$ cat config.mk
export PLATFORM = sky130hd
export DESIGN_NAME = apb_slave_mux
export DESIGN_NICKNAME = d
export VERILOG_FILES = /design/src/rtl/icb_apb_pkg.sv /design/src/rtl/apb_slave_mux.sv
export SDC_FILE = /design/constraint.sdc
export NUM_CORES = 1
export LEC_CHECK = 0
export CORE_AREA = 3 3 61 86
export DETAILED_ROUTE_END_ITERATION = 16
export DIE_AREA = 0 0 64 89
export GPL_ROUTABILITY_DRIVEN = 0
export GPL_TIMING_DRIVEN = 0
export PLACE_DENSITY = 0.95
export SYNTH_ARGS = -nofsm -noshare
export SYNTH_HDL_FRONTEND = slang
export SYNTH_SLANG_ARGS = --single-unit
$ cat constraint.sdc
create_clock -name vclk -period 2.1
set_input_delay 0.42 -clock vclk [all_inputs]
set_output_delay 0.42 -clock vclk [all_outputs]
set_load 0.01 [all_outputs]
$ cat src/rtl/icb_apb_pkg.sv
`default_nettype none
// ============================================================================
// icb_apb_pkg : FSM states, status codes and command layout for icb_apb_master
// Rev 1.0
// ============================================================================
package icb_apb_pkg;

  typedef enum logic [2:0] {
    ST_IDLE    = 3'd0,
    ST_CMD_REQ = 3'd1,
    ST_CMD_LAT = 3'd2,
    ST_DAT_REQ = 3'd3,
    ST_DAT_LAT = 3'd4,
    ST_SETUP   = 3'd5,
    ST_ACCESS  = 3'd6
  } apb_fsm_e;

  localparam logic [1:0] APB_ST_IDLE   = 2'b00;
  localparam logic [1:0] APB_ST_SETUP  = 2'b01;
  localparam logic [1:0] APB_ST_ACCESS = 2'b10;
  localparam logic [1:0] APB_ST_FETCH  = 2'b11;

  localparam int CMD_ADDR_LSB  = 8;
  localparam int CMD_ADDR_W    = 24;
  localparam int CMD_WRITE_BIT = 1;
  localparam int CMD_SEL_LSB   = 2;
  localparam int CMD_SEL_W     = 4;
  localparam int N_SLAVES      = 4;

  localparam logic [31:0] ABORT_RDATA = 32'hFFFF_FFFF;

  function automatic logic [1:0] apb_state_code(input apb_fsm_e st);
    case (st)
      ST_IDLE:   return APB_ST_IDLE;
      ST_SETUP:  return APB_ST_SETUP;
      ST_ACCESS: return APB_ST_ACCESS;
      default:   return APB_ST_FETCH;
    endcase
  endfunction

endpackage
`default_nettype wire

$ cat src/rtl/apb_slave_mux.sv
`default_nettype none
// ============================================================================
// apb_slave_mux : one-hot select decode to psel, prdata/pready return mux
// Rev 1.0
// ============================================================================
module apb_slave_mux
  import icb_apb_pkg::*;
(
  input  logic [CMD_SEL_W-1:0]         sel,
  output logic                         sel_ok,
  output logic [N_SLAVES-1:0]          psel_dec,
  input  logic [N_SLAVES-1:0]          psel,
  input  logic [N_SLAVES-1:0][31:0]    prdata,
  input  logic [N_SLAVES-1:0]          pready,
  output logic [31:0]                  sel_prdata,
  output logic                         sel_pready
);

  // Exactly one bit set: non-zero and clearing the lowest set bit leaves zero
  assign sel_ok   = (sel != '0) &&
                    ((sel & (sel - {{(CMD_SEL_W-1){1'b0}}, 1'b1})) == '0);
  assign psel_dec = sel_ok ? sel : '0;

  always_comb begin
    sel_prdata = '0;
    sel_pready = 1'b0;
    for (int i = 0; i < N_SLAVES; i++) begin
      if (psel[i]) begin
        sel_prdata = prdata[i];
        sel_pready = pready[i];
      end
    end
  end

endmodule
`default_nettype wire

# Word-level counts from Yosys, hierarchy flattened
# Index checks and enable logic that the tools add are counted.
# totals
regBits	0
in_bits	140
out_inout_bits	38
elab_cells	14
# classes
addsub	1
mux	9
bitwise_logic	1
n_reduce_logical	3
# ops
operator	n
$mux 32	4
$and 4x4->4	1
$logic_not 4->1	1
$mux 1	4
$mux 4	1
$reduce_bool 4->1	1
$sub 4x1->4 const B	1
$logic_and 1x1->1	1

# Depth between registers and ports, before layout
# logic_depth
word_depth	5
ltp_mapped	6
depth_no_buf	3

# Worst setup path before layout
# No wires, ideal clock.
# synth_timing
path_kind	input-to-output
start	in sel[0]
end	out sel_ok
arrival_time_ns	1.201
required_time_ns	1.680
slack_ns	0.479
path_stages	2
path_buffers	0
path_cell_list	nor4b_1 > or3_1
# synth_between
elab_chain_len	4
elab_cells_between_ends	5
cone_classes	add/sub: 1; bitwise: 1; reduce/logical: 3
# synth_lines
item	line	source
start: declaration	apb_slave_mux.sv:9	input logic [CMD_SEL_W-1:0] sel,
$sub 4x1->4	apb_slave_mux.sv:21	((sel & (sel - {{(CMD_SEL_W-1){1'b0}}, 1'b1})) == '0);
$and 4x4->4	apb_slave_mux.sv:21	
$logic_not 4->1	apb_slave_mux.sv:21	
$logic_and 1x1->1 (*)	apb_slave_mux.sv:20	assign sel_ok = (sel != '0) &&
end: declaration	apb_slave_mux.sv:10	output logic sel_ok,
# Every way passes the cells marked *; elsewhere a longest branch is shown, timed or not.

# Worst setup path after layout
# layout_timing
start	in sel[1]
end	out psel_dec[3]
# layout_between
elab_chain_len	5
elab_cells_between_ends	6
cone_classes	add/sub: 1; mux: 1; bitwise: 1; reduce/logical: 3
# layout_lines
item	line	source
$sub 4x1->4	apb_slave_mux.sv:21	
$and 4x4->4	apb_slave_mux.sv:21	
$logic_not 4->1	apb_slave_mux.sv:21	
$logic_and 1x1->1 (*)	apb_slave_mux.sv:20	
$mux 4 (*)	apb_slave_mux.sv:22	assign psel_dec = sel_ok ? sel : '0;
end: declaration	apb_slave_mux.sv:11	output logic [N_SLAVES-1:0] psel_dec,
# Marks and branches as above.

==> metrics.txt <==
# TYPE chip_impl_metric gauge
chip_impl_metric{name="ys.warnings.count",unit=""} 0
chip_impl_metric{name="fin_util",unit="%"} 67.2
chip_impl_metric{name="total_grt_usage",unit="%"} 21.6
chip_impl_metric{name="grt_antenna_before_repair",unit=""} 0
chip_impl_metric{name="initial_utilization",unit="%"} 24.9
chip_impl_metric{name="placed_area",unit="µm²"} 2980
chip_impl_metric{name="worst_ep_required_time",unit="ps"} 1680
chip_impl_info{name="critical_path.top_delay_family",value="buffers and inverters"} 1
chip_impl_metric{name="drtAntennaViolNets",unit=""} 0
chip_impl_metric{name="critical_path_arrival",unit="ps"} 1640
chip_impl_metric{name="detail_route.first_pass.iterations",unit=""} 4
chip_impl_metric{name="max_cap_violations",unit=""} 0
chip_impl_metric{name="first_iter_violations",unit=""} 61
chip_impl_info{name="status",value="complete, no violations"} 1
chip_impl_info{name="worst_setup_path_startpoint",value="sel[1]"} 1
chip_impl_metric{name="final_net_count",unit=""} 451
chip_impl_metric{name="sequential_cell_total",unit=""} 0
chip_impl_metric{name="report.final.slew_viol_count",unit=""} 0
chip_impl_info{name="synth_top_cells_by_count",value="32 x o22ai_1, 30 x a21oi_2, 30 x a22oi_2"} 1
chip_impl_metric{name="insertedDiodeCount",unit=""} 0
chip_impl_metric{name="cp_slowest_stage_delay",unit="ps"} 590
chip_impl_info{name="grt_setup_unrepaired",value="no"} 1
chip_impl_info{name="synth_top_cells_by_area",value="a22oi_2 33%, a21oi_2 23%, o22ai_1 18%"} 1
chip_impl_metric{name="wl_per_cell",unit="µm"} 18.0
chip_impl_metric{name="area.growth.synth_to_final",unit="%"} 169
chip_impl_metric{name="worst_slew_pin_slew",unit="ps"} 265
chip_impl_metric{name="finalCritPeriodShare",unit="%"} 97.9
chip_impl_metric{name="syn_nets",unit=""} 269
chip_impl_metric{name="grt_start_max_net_pins",unit=""} 11
chip_impl_info{name="cp-endpoint",value="psel_dec[3]"} 1
chip_impl_metric{name="num-clock-buffers",unit=""} 0
chip_impl_info{name="timing_worst_setup_path_type",value="input port to primary output"} 1
chip_impl_metric{name="timing.final.crit_period",unit="ps"} 2060
chip_impl_metric{name="post-layout-total-power",unit="W"} 0.000679
chip_impl_info{name="setup.worst_path.start_class",value="input port"} 1
chip_impl_metric{name="die_width",unit="µm"} 64
chip_impl_metric{name="dieHeight",unit="µm"} 89
chip_impl_metric{name="ioPinCount",unit=""} 178
chip_impl_metric{name="finalWirelength",unit="µm"} 6690
chip_impl_info{name="synth_most_common_cell",value="o22ai_1"} 1
chip_impl_metric{name="avgViaCountPerCell",unit=""} 5.11
chip_impl_metric{name="report.final.hold_viol_count",unit=""} 0
chip_impl_metric{name="netlist_instances",unit=""} 129
chip_impl_metric{name="synth_cell_type_count",unit=""} 22
chip_impl_metric{name="area_share_of_the_largest_cell_type_after_synthesis",unit="%"} 33.2
chip_impl_metric{name="timing.slew.headroom",unit="%"} 82.4
chip_impl_metric{name="synth.cell_area",unit="µm²"} 1130
chip_impl_info{name="synth.largest_area_cell",value="a22oi_2"} 1
chip_impl_info{name="timing.hold.worst.class",value="input port to primary output"} 1
chip_impl_metric{name="layout.filler_cells",unit=""} 372
chip_impl_metric{name="layout-drive-gt1-share",unit="%"} 29.4
chip_impl_metric{name="worst-path-stages",unit=""} 3
chip_impl_metric{name="drc",unit=""} 0
chip_impl_metric{name="cellLeakagePower",unit="nW"} 1.12
chip_impl_metric{name="power_dens_cells",unit="nW/µm²"} 223
chip_impl_metric{name="path_buf_inv",unit=""} 2
chip_impl_metric{name="timing.fmax",unit="MHz"} 486
chip_impl_metric{name="worstPathMaxFanout",unit=""} 5
chip_impl_metric{name="synth_sequential_area_ratio",unit="%"} 0
chip_impl_metric{name="setup_tns",unit="ps"} 0
chip_impl_metric{name="grt_overflow",unit=""} 0
chip_impl_metric{name="finalHoldWorstSlack",unit="ps"} 1410
chip_impl_metric{name="first_pass_grt_wire_length",unit="µm"} 9970
chip_impl_metric{name="ir_drop",unit="µV"} 131
chip_impl_metric{name="register_area",unit="µm²"} 0
chip_impl_info{name="crit_chain",value="dlygate4sd2_1 > nor4b_2 > clkdlybuf4s50_1"} 1
chip_impl_metric{name="vias",unit=""} 1897
chip_impl_metric{name="io_buffer_count",unit=""} 177
chip_impl_metric{name="postSynthAreaPerCell",unit="µm²"} 8.77
chip_impl_metric{name="setup_viol",unit=""} 0
chip_impl_metric{name="core_area",unit="µm²"} 4540
chip_impl_metric{name="dp.final_hpwl",unit="µm"} 5620
chip_impl_metric{name="grt_pass1_vias",unit=""} 1958
chip_impl_metric{name="final_cell_area",unit="µm²"} 3050
chip_impl_info{name="crit_path_top_delay_cell",value="clkdlybuf4s50_1"} 1
chip_impl_info{name="worst_setup_path_end_kind",value="primary output"} 1
chip_impl_metric{name="die-area",unit="µm²"} 5700
chip_impl_metric{name="rows",unit=""} 29
==> final cells by class <==
| class | instances | area (µm²) | area share [%] |
|---|---|---|---|
| buffer | 17 | 184 | 6.03 |
| inverter | 1 | 3.75 | 0.123 |
| multi-input combinational | 111 | 1020 | 33.4 |
| tap | 62 | 77.6 | 2.55 |
| timing repair buffer | 180 | 1770 | 57.9 |
==> layout by cell type (no fill, tap or decap), drive strengths merged <==
cell           synthesis  layout
a21oi                 32      32
a22oi                 32      32
a31oi                  1       1
buf                   17      22
clkdlybuf4s15          0       4
clkdlybuf4s50          0     134
dlygate4sd2            0      35
dlymetal6s2s           0       2
inv                    1       1
nand2                  1       1
nand2b                 1       1
nand3b                 1       1
nor2                   2       2
nor2b                  1       1
nor3                   1       1
nor4b                  4       4
o22ai                 32      32
o2bb2ai                1       1
or3                    1       1
xnor2                  1       1
==> kinds of logic after synthesis <==
| group | count (synthesis) | synth area share [%] |
|---|---|---|
| AOI/OAI and AO/OA | 98 | 77.7 |
| buffers and inverters | 18 | 13.6 |
| and+or+nand+nor | 12 | 7.96 |
| xor gates and xnor gates | 1 | 0.774 |
==> per-stage QoR <==
step,cells,setup slack [ps]
3_5_place_dp,368,-556
6_report,371,44.4
4_1_cts,371,16.0
2_1_floorplan,129,479
5_1_grt,371,0.421
3_3_place_gp,368,-531
==> how the worst min path moves through the flow <==
stage | startpoint | end | depth (start not counted)
floorplan | sel[3] | psel_dec[2] | 1
global placement | psel[1] | sel_prdata[29] | 4
detailed placement | psel[1] | sel_prdata[29] | 4
CTS | psel[1] | sel_prdata[29] | 4
global route | psel[1] | sel_prdata[29] | 4
finish | sel[3] | psel_dec[0] | 3
==> tightest hold or removal path, stage by stage <==
cell	delay, ps
clkdlybuf4s15_1	310
nor4b_2	90
dlymetal6s2s_1	170
==> timing repair <==
item                       4_1_cts  5_1_grt
hold buffers                     0        0
gates resized for setup         66        8
cloned                           1        0
setup endpoints to repair       38       10
setup buffers                    2        0
pin swaps                        2        0
==> power by group <==
| group | total (W) | internal, W | switching (W) |
|---|---|---|---|
| Combinational | 0.000679 | 0.000421 | 0.000258 |
| Clock | 0 | 0 | 0 |
| Sequential | 0 | 0 | 0 |
| Total | 0.000679 | 0.000421 | 0.000258 |
==> metal layers <==
| metal | global-route usage [%] | vias up | share of wire (%) |
|---|---|---|---|
| li1 | - | 909 | - |
| met1 | 23.1 | 871 | 34 |
| met2 | 43.1 | 109 | 55 |
| met3 | 5.79 | 8 | 9.6 |
| met4 | 2.16 | 0 | 1.5 |
| met5 | 0 | - | 0 |
No activity file was read; power rests on OpenSTA's default activity.
